**src/rtl/dp_feat_feeder_if.sv**
```systemverilog
// dp_feat_feeder_if: front-end coefficient input and DP_main-side replay output bundle
interface dp_feat_feeder_if #(parameter int DW = 32);
  logic signed [DW-1:0] coef_in;
  logic coef_dv_in;
  logic sof_in;
  logic vad_in;
  logic signed [DW-1:0] vec_out;
  logic dv_out;
  logic vad_out;
  logic busy;
  logic overflow;
  modport master (
    output coef_in, coef_dv_in, sof_in, vad_in,
    input vec_out, dv_out, vad_out, busy, overflow
  );
  modport slave (
    input coef_in, coef_dv_in, sof_in, vad_in,
    output vec_out, dv_out, vad_out, busy, overflow
  );
endinterface

```
**src/rtl/dp_feat_feeder.sv**
```systemverilog
// dp_feat_feeder: ping-pong frame buffer replaying feature vectors as spaced dv pulses
module dp_feat_feeder #(
  parameter int DW = 32,
  parameter int NCOEF = 12,
  parameter int GAP = 1
) (
  input logic clk,
  input logic reset,
  dp_feat_feeder_if.slave bus
);
  localparam int IW = $clog2(NCOEF);
  localparam logic [IW-1:0] LAST = IW'(NCOEF - 1);
  localparam logic [3:0] GAP_M1 = 4'(GAP == 0 ? 0 : GAP - 1);
  typedef enum logic [1:0] {S_IDLE, S_EMIT, S_GAP, S_DONE} state_t;
  state_t state, nxt;
  logic [DW-1:0] mem [2][NCOEF];
  logic [1:0] full, vad_bank, set_vec, clr_vec;
  logic wr_bank, rd_bank, wr_ok, wr_last, rd_last, overflow_q, vad_q, dv, bsy;
  logic [IW-1:0] wr_idx, rd_idx, wr_i, nxt_idx;
  logic [3:0] gap_cnt;
  logic [DW-1:0] vec_q;
  always_comb begin
    wr_i = bus.sof_in ? '0 : wr_idx;
    wr_ok = bus.coef_dv_in && !full[wr_bank];
    wr_last = wr_i == LAST;
    rd_last = rd_idx == LAST;
    nxt_idx = state == S_IDLE ? '0 : rd_idx + 1'b1;
    set_vec = (wr_ok && wr_last) ? (wr_bank ? 2'b10 : 2'b01) : 2'b00;
    clr_vec = state == S_DONE ? (rd_bank ? 2'b10 : 2'b01) : 2'b00;
  end
  always_ff @(posedge clk)
    if (wr_ok) mem[wr_bank][wr_i] <= bus.coef_in;
  // A full bank rejects writes until the reader's DONE edge has passed
  always_ff @(posedge clk or negedge reset)
    if (!reset) begin
      wr_bank <= 1'b0;
      wr_idx <= '0;
      vad_bank <= '0;
      full <= '0;
      overflow_q <= 1'b0;
    end else begin
      if (bus.coef_dv_in && full[wr_bank]) overflow_q <= 1'b1;
      if (wr_ok) begin
        wr_bank <= wr_bank ^ wr_last;
        wr_idx <= wr_last ? '0 : wr_i + 1'b1;
        if (wr_last) vad_bank[wr_bank] <= bus.vad_in;
      end
      full <= (full | set_vec) & ~clr_vec;
    end
  always_ff @(posedge clk or negedge reset)
    if (!reset) state <= S_IDLE;
    else state <= nxt;
  always_comb begin
    nxt = state;
    unique case (state)
      S_IDLE: nxt = full[rd_bank] ? S_EMIT : S_IDLE;
      S_EMIT: nxt = GAP > 0 ? S_GAP : rd_last ? S_DONE : S_EMIT;
      S_GAP: nxt = gap_cnt != GAP_M1 ? S_GAP : rd_last ? S_DONE : S_EMIT;
      default: nxt = S_IDLE;
    endcase
  end
  always_comb begin
    dv = state == S_EMIT;
    bsy = state != S_IDLE;
  end
  // rd_idx tracks the coefficient currently presented on vec_out
  always_ff @(posedge clk or negedge reset)
    if (!reset) begin
      rd_bank <= 1'b0;
      rd_idx <= '0;
      gap_cnt <= '0;
      vec_q <= '0;
      vad_q <= 1'b0;
    end else begin
      gap_cnt <= state == S_GAP ? gap_cnt + 1'b1 : '0;
      if (nxt == S_EMIT) begin
        rd_idx <= nxt_idx;
        vec_q <= mem[rd_bank][nxt_idx];
      end
      if (state == S_IDLE && nxt == S_EMIT) vad_q <= vad_bank[rd_bank];
      if (state == S_DONE) begin
        rd_bank <= ~rd_bank;
        rd_idx <= '0;
      end
    end
  assign bus.vec_out = vec_q;
  assign bus.dv_out = dv;
  assign bus.vad_out = vad_q;
  assign bus.busy = bsy;
  assign bus.overflow = overflow_q;
endmodule

```
**src/flat_wrapper.sv**
```systemverilog
// flat-port wrapper written by rule: the top's interface ports become plain ports
module dp_feat_feeder_flat 
#(
  parameter int DW = 32,
  parameter int NCOEF = 12,
  parameter int GAP = 1
)
  (clk, reset, bus_coef_in, bus_coef_dv_in, bus_sof_in, bus_vad_in, bus_vec_out, bus_dv_out, bus_vad_out, bus_busy, bus_overflow);
  dp_feat_feeder_if #(.DW(DW)) bus_i ();
  input logic clk;
  input logic reset;
  input wire logic [$bits(bus_i.coef_in)-1:0] bus_coef_in;
  input wire logic [$bits(bus_i.coef_dv_in)-1:0] bus_coef_dv_in;
  input wire logic [$bits(bus_i.sof_in)-1:0] bus_sof_in;
  input wire logic [$bits(bus_i.vad_in)-1:0] bus_vad_in;
  output wire logic [$bits(bus_i.vec_out)-1:0] bus_vec_out;
  output wire logic [$bits(bus_i.dv_out)-1:0] bus_dv_out;
  output wire logic [$bits(bus_i.vad_out)-1:0] bus_vad_out;
  output wire logic [$bits(bus_i.busy)-1:0] bus_busy;
  output wire logic [$bits(bus_i.overflow)-1:0] bus_overflow;
  assign bus_i.coef_in = bus_coef_in;
  assign bus_i.coef_dv_in = bus_coef_dv_in;
  assign bus_i.sof_in = bus_sof_in;
  assign bus_i.vad_in = bus_vad_in;
  assign bus_vec_out = bus_i.vec_out;
  assign bus_dv_out = bus_i.dv_out;
  assign bus_vad_out = bus_i.vad_out;
  assign bus_busy = bus_i.busy;
  assign bus_overflow = bus_i.overflow;
  dp_feat_feeder #(.DW(DW), .NCOEF(NCOEF), .GAP(GAP)) u_core (.clk(clk), .reset(reset), .bus(bus_i));
endmodule
```
**config.mk**
```make
export PLATFORM = sky130hd
export DESIGN_NAME = dp_feat_feeder_flat
export DESIGN_NICKNAME = d
export VERILOG_FILES = /design/src/rtl/dp_feat_feeder_if.sv /design/src/rtl/dp_feat_feeder.sv /design/src/flat_wrapper.sv
export SDC_FILE = /design/constraint.sdc
export NUM_CORES = 1
export LEC_CHECK = 0
export ABC_AREA = 1
export CAP_MARGIN = 25
export CORE_MARGIN = 5
export CORE_UTILIZATION = 35
export DETAILED_ROUTE_END_ITERATION = 8
export GPL_ROUTABILITY_DRIVEN = 0
export PLACE_DENSITY = 0.59
export RECOVER_POWER = 50
export SLEW_MARGIN = 5
export SYNTH_ARGS = -nofsm -noshare
export SYNTH_HDL_FRONTEND = slang
export SYNTH_SLANG_ARGS = --single-unit
```
**constraint.sdc**
```tcl
create_clock -name clk -period 5.9 [get_ports clk]
set_input_delay 1.18 -clock clk [delete_from_list [all_inputs] [get_ports clk]]
set_output_delay 1.18 -clock clk [all_outputs]
set_load 0.02 [all_outputs]
```
# After elaboration in Yosys (flattened, before gate mapping)

Memory sizes are Yosys's and may differ from the RTL's.
Index checks and enable logic that the tools add are counted.

Bits in writable memories: 768
Input port bits: 37
Output and inout bits: 36
Word-level logic and storage cells: 76
Flip-flop bits (word level): 54
Memories kept: 1

Memory list:

| memory     | depth | width | rd ports | clocked after Yosys merged registers in | write ports | RTL line             | RTL |
|---|---|---|---|---|---|---|---|
| u_core.mem | 2     | 384   | 1        | 0                                       | 1           | dp_feat_feeder.sv:16 | `logic [DW-1:0] mem [2][NCOEF];` |

Bitwise logic cells: 7
Eq/ne operators: 6
Muxes and demuxes: 30
$add $sub $neg: 3
Reduce and logical (&&, ||, !) cells: 12
Order comparisons: 6

Operators with widths:

| kind                                                       | number |
|---|---|
| 2-to-1 mux 384 bit                                         | 1 |
| binary-select mux 32 bit (select 4 bit)                    | 1 |
| demux 32 bit (select 4 bit)                                | 1 |
| 2-to-1 mux 32 bit                                          | 3 |
| 2-to-1 mux 4 bit                                           | 6 |
| adder 4 x 1 -> 4 bit, second input constant                | 3 |
| 2-to-1 mux 2 bit                                           | 6 |
| >= comparator 5 bit, second input constant                 | 2 |
| inverter 4 -> 5 bit                                        | 2 |
| 2-to-1 mux 1 bit                                           | 9 |
| == test 4 bit, second input constant                       | 2 |
| logical AND 1 bit                                          | 6 |
| case mux 2 bit (3 select lines)                            | 1 |
| less-than comparator 5 x 1 -> 1 bit, second input constant | 1 |
| == test 2 x 1 -> 1 bit, second input constant              | 2 |
| == test 2 bit, second input constant                       | 2 |
| less-than comparator 1 x 2 -> 1 bit, second input constant | 2 |
| nonzero test 2 bit                                         | 2 |
| nonzero test 4 bit                                         | 1 |
| AND 2 bit                                                  | 1 |
| bitwise mux 2 bit                                          | 1 |
| logical NOT 2 bit                                          | 1 |
| inverter 2 bit                                             | 1 |
| OR 2 bit                                                   | 1 |
| 6 further kinds                                            | 6 |

# Logic depth before layout (Yosys ltp)

Depth after elaboration: 8
Depth in mapped cells: 11
Gate-level depth less buffers: 9

# Worst setup path before layout

OpenSTA, ideal clock, no wires.

Path kind: input to register
Start point: in bus_sof_in
End point: mem u_core.mem[1][320] (netlist name) (enable)
Slack: 581 ps
Stages: 4
Data arrival time: 4,817 ps
Setup time: 502 ps
Cell sequence: nor2_1 ha_1 inv_1 nor4_1

Longest elaborated chain between the ends: 7
Elaborated cells between the ends (all ways): 8
Classes of those cells: 2 x order compare; 4 x mux; 1 x bitwise; 1 x reduce/logical

RTL lines:

| element                                                                                                 | RTL line             | RTL |
|---|---|---|
| from (decl)                                                                                             | flat_wrapper.sv:14   | `input wire logic [$bits(bus_i.sof_in)-1:0] bus_sof_in;` |
| 2-to-1 mux 4 bit *                                                                                      | dp_feat_feeder.sv:23 | `wr_i = bus.sof_in ? '0 : wr_idx;` |
| inverter 4 -> 5 bit (implied by the code) *                                                             | dp_feat_feeder.sv:32 | `if (wr_ok) mem[wr_bank][wr_i] <= bus.coef_in;` |
| >= comparator 5 bit (implied by the code) / less-than comparator 5 x 1 -> 1 bit (equally long branches) | dp_feat_feeder.sv:32 |  |
| logical AND 1 bit (implied by the code)                                                                 | dp_feat_feeder.sv:32 |  |
| 2-to-1 mux 32 bit (implied by the code)                                                                 | dp_feat_feeder.sv:32 |  |
| demux 32 bit (select 4 bit) *                                                                           | dp_feat_feeder.sv:32 |  |
| 2-to-1 mux 384 bit (implied by the code) *                                                              | dp_feat_feeder.sv:32 |  |
| to (decl)                                                                                               | dp_feat_feeder.sv:16 |  |

Every way passes the cells marked *; elsewhere a longest branch is shown, timed or not.

# Worst setup path after layout

Start point: in bus_coef_dv_in
End point: mem u_core.mem[0][259] (netlist name) (enable)

Longest elaborated chain between the ends: 3

RTL lines:

| element                                  | RTL line             | RTL |
|---|---|---|
| from (decl)                              | flat_wrapper.sv:13   | `input wire logic [$bits(bus_i.coef_dv_in)-1:0] bus_coef_dv_in;` |
| logical AND 1 bit                        | dp_feat_feeder.sv:24 | `wr_ok = bus.coef_dv_in && !full[wr_bank];` |
| 2-to-1 mux 1 bit                         | dp_feat_feeder.sv:32 |  |
| 2-to-1 mux 384 bit (implied by the code) | dp_feat_feeder.sv:32 |  |

No other way between the ends.

==> flow_metrics.tcl <==
set metrics [dict create \
    synth.top_cell.area_share_pct 67.4 \
    synth_area_um2 34200 \
    worst_setup_path_start_kind "input pin" \
    fmax_mhz 257 \
    grt_pass1_vias 21500 \
    yosysSeqAreaShare_pct 71.3 \
    synth_cell_types 32 \
    relSlewSlack_pct 4.17 \
    nets 3326 \
    synth-edff-count 768 \
    ys_ff_latch 822 \
    clkSinkCount 822 \
    min_period_ns 3.89 \
    hpwl_um 50300 \
    worstSetupPathType "input pin to flip-flop" \
    drc_errors 0 \
    pre_cts_slack_ns 1.63 \
    cts_hold_buffers 0 \
    setup_slack_ns 2.01 \
    num-fill-cells 9143 \
    critPathRequiredTime_ns 6.25 \
    wl_per_cell_um 19.9 \
    grt_usage_pct 17.5 \
    seq_area_um2 24400 \
    end_kind "flip-flop" \
    io_pins 73 \
    route.antenna.remaining_nets 0 \
    cts_resized 0 \
    placed_area_um2 36600 \
    rsz0062_at_grt "false" \
    netlist_instances 3218 \
    first_iter_violations 2019 \
    ys.flop_type "edfxtp_1" \
    cts_buffers 88 \
    die_y_um 323 \
    min_period_over_period_pct 65.9 \
    multiInputGateArea_um2 8650 \
    clk_pin_slew_ns 0.06 \
    hold_viol_final 0 \
    postLayoutCellArea_um2 39600 \
    row_count 114 \
    cts_max_level 3 \
    setup-tns-final_ns 0 \
    cts_root_buf "clkbuf_16" \
    synth_top_area_cell "edfxtp_1" \
    setup_viol 0 \
    core_area_um2 96900 \
    drive_gt1_share_pct 6.44 \
    start_util_pct 35.3 \
    yosysWarnings 0 \
    leakage_nw 15.4 \
    antenna_found_initial 2 \
    die_area_um2 104000 \
    fp.dieW_um 323 \
    status "complete, no violations" \
    synth.net_count 3262 \
    crit_fanout 20 \
    viasPerCell 4.89 \
    globalRoute.totalOverflow 0 \
    synth_area_leaders "edfxtp_1 (67%), nand2_1 (16%), nand3_1 (4.4%)" \
    power_mw 12.2 \
    grt_start_max_net_pins 195 \
    areaGrowthSynthToFinish_pct 15.6 \
    slew_violations 0 \
    vdd_drop_max_v 0.000198 \
    clkLatencyLatePin_ns 0.65 \
    grt_pass1_wl_um 139000 \
    max-cap-violations 0 \
    synthArstFlopShare_pct 6.57 \
    wirelength_um 92300 \
    critical_path_arrival_ns 4.23 \
    io_buffers 72 \
    skew_ns 0.0191 \
    synth_area_per_cell_um2 10.6 \
    cts_tree "yes" \
    power.density_nw_per_um2 308 \
    layout_common_cells "nand2_1 (1497), edfxtp_1 (768), nand3_1 (303)" \
    cts_setup_buffers 0 \
    vias 22600 \
    drt_pre_antenna_iters 5 \
    hold_class "flip-flop to flip-flop" \
    worst_pin_slew_ns 1.44 \
    final_common_cell "nand2_1" \
    clockBufferDepth 3 \
]
-- cell usage after synthesis (6+ instances only) --
library cell and instances:
o21ai_0 9, nand2_1 1498, a21oi_1 33, nor4_1 6
edfxtp_1 768, clkbuf_1 30, buf_4 14, nor2_1 221
inv_2 10, buf_1 7, dfrtp_1 54, inv_1 116
buf_2 118, ha_1 7, nand3_1 302
-- sequential cells by signal (all words and copies together) (netlist names) --
register / count
u_core.bus.vad_out: 1
u_core.vad_bank: 2
u_core.rd_bank: 1
u_core.gap_cnt: 4
u_core.full: 2
u_core.rd_idx: 4
u_core.wr_idx: 4
u_core.bus.vec_out: 32
u_core.state: 2
u_core.wr_bank: 1
u_core.bus.overflow: 1
u_core.mem: 768
-- kinds of logic (layout without fill, tap and decap cells) --
group / after synthesis / after routing / share of synthesized area, %
buffers and inverters: 297 / 435 / 3.87
xor gates and xnor gates: 2 / 2 / 0.0512
muxes: 1 / 1 / 0.0293
and+or+nand+nor: 2039 / 2039 / 23.7
AOI/OAI and AO/OA: 50 / 50 / 0.783
adders and majority gates: 7 / 7 / 0.256
DFF: 822 / 822 / 71.3
other: 0 / 1 / 0
-- area by class of cell --
type | instances | area share (%)
tap | 1276 | 4.04
clock buffer | 116 | 6.07
timing repair buffer | 144 | 3.89
inverter | 127 | 1.23
clock inverter | 48 | 1.21
antenna | 1 | 0.00632
sequential | 822 | 61.7
multi-input combinational | 2099 | 21.9
-- report_power, final --
group	internal [mW]	total, mW	switching, mW
clock	3.23	5.51	2.28
combinational	0.0382	0.222	0.184
sequential	6.45	6.46	0.0148
-- path summary, 6_finish.rpt --
check                           depth (start not counted)  slack [ns]                                  to                         from
worst max-delay path                                    7        2.01        u_core.mem[0][259]$_DFFE_PP_               bus_coef_dv_in
worst min-delay path                                    1        0.48         u_core.gap_cnt[0]$_DFF_PN0_  u_core.gap_cnt[0]$_DFF_PN0_
worst max register to register                          8        2.46  u_core.bus.vec_out[11]$_DFFE_PN0N_   u_core.rd_bank$_DFFE_PN0N_
worst min register to register                          1        0.48         u_core.gap_cnt[0]$_DFF_PN0_  u_core.gap_cnt[0]$_DFF_PN0_
max in group asynchronous                               2        4.56  u_core.bus.vec_out[31]$_DFFE_PN0N_                        reset
min in group asynchronous                               1        0.56      u_core.bus.vad_out$_DFFE_PN0P_                        reset
-- stage by stage --
step | hold WS (ns) | cells | util [%]
floorplan | 0.451 | 3218 | -
CTS | 0.484 | 4613 | 40.8
global placement | 0.476 | 4430 | 37.4
detailed placement | 0.473 | 4449 | 37.8
global route | 0.526 | 4632 | 40.8
finish | 0.479 | 4633 | 40.9
-- metal layers --
metal,part of all wire (%),vias up,track usage (%)
met1,45,11000,24.8
met4,2.9,0,5.53
met2,46,704,27.9
met5,0,-,0
li1,-,10800,-
met3,6.0,160,2.96
-- worst max-delay path, cell delays in order --
cell and delay, ns:
dlygate4sd3_1 0.62, inv_1 0.05, or2_0 0.51, inv_1 0.40, nand4_1 0.30, nor2_4 0.85
buf_4 0.31
(Power assumes the default switching activity.)
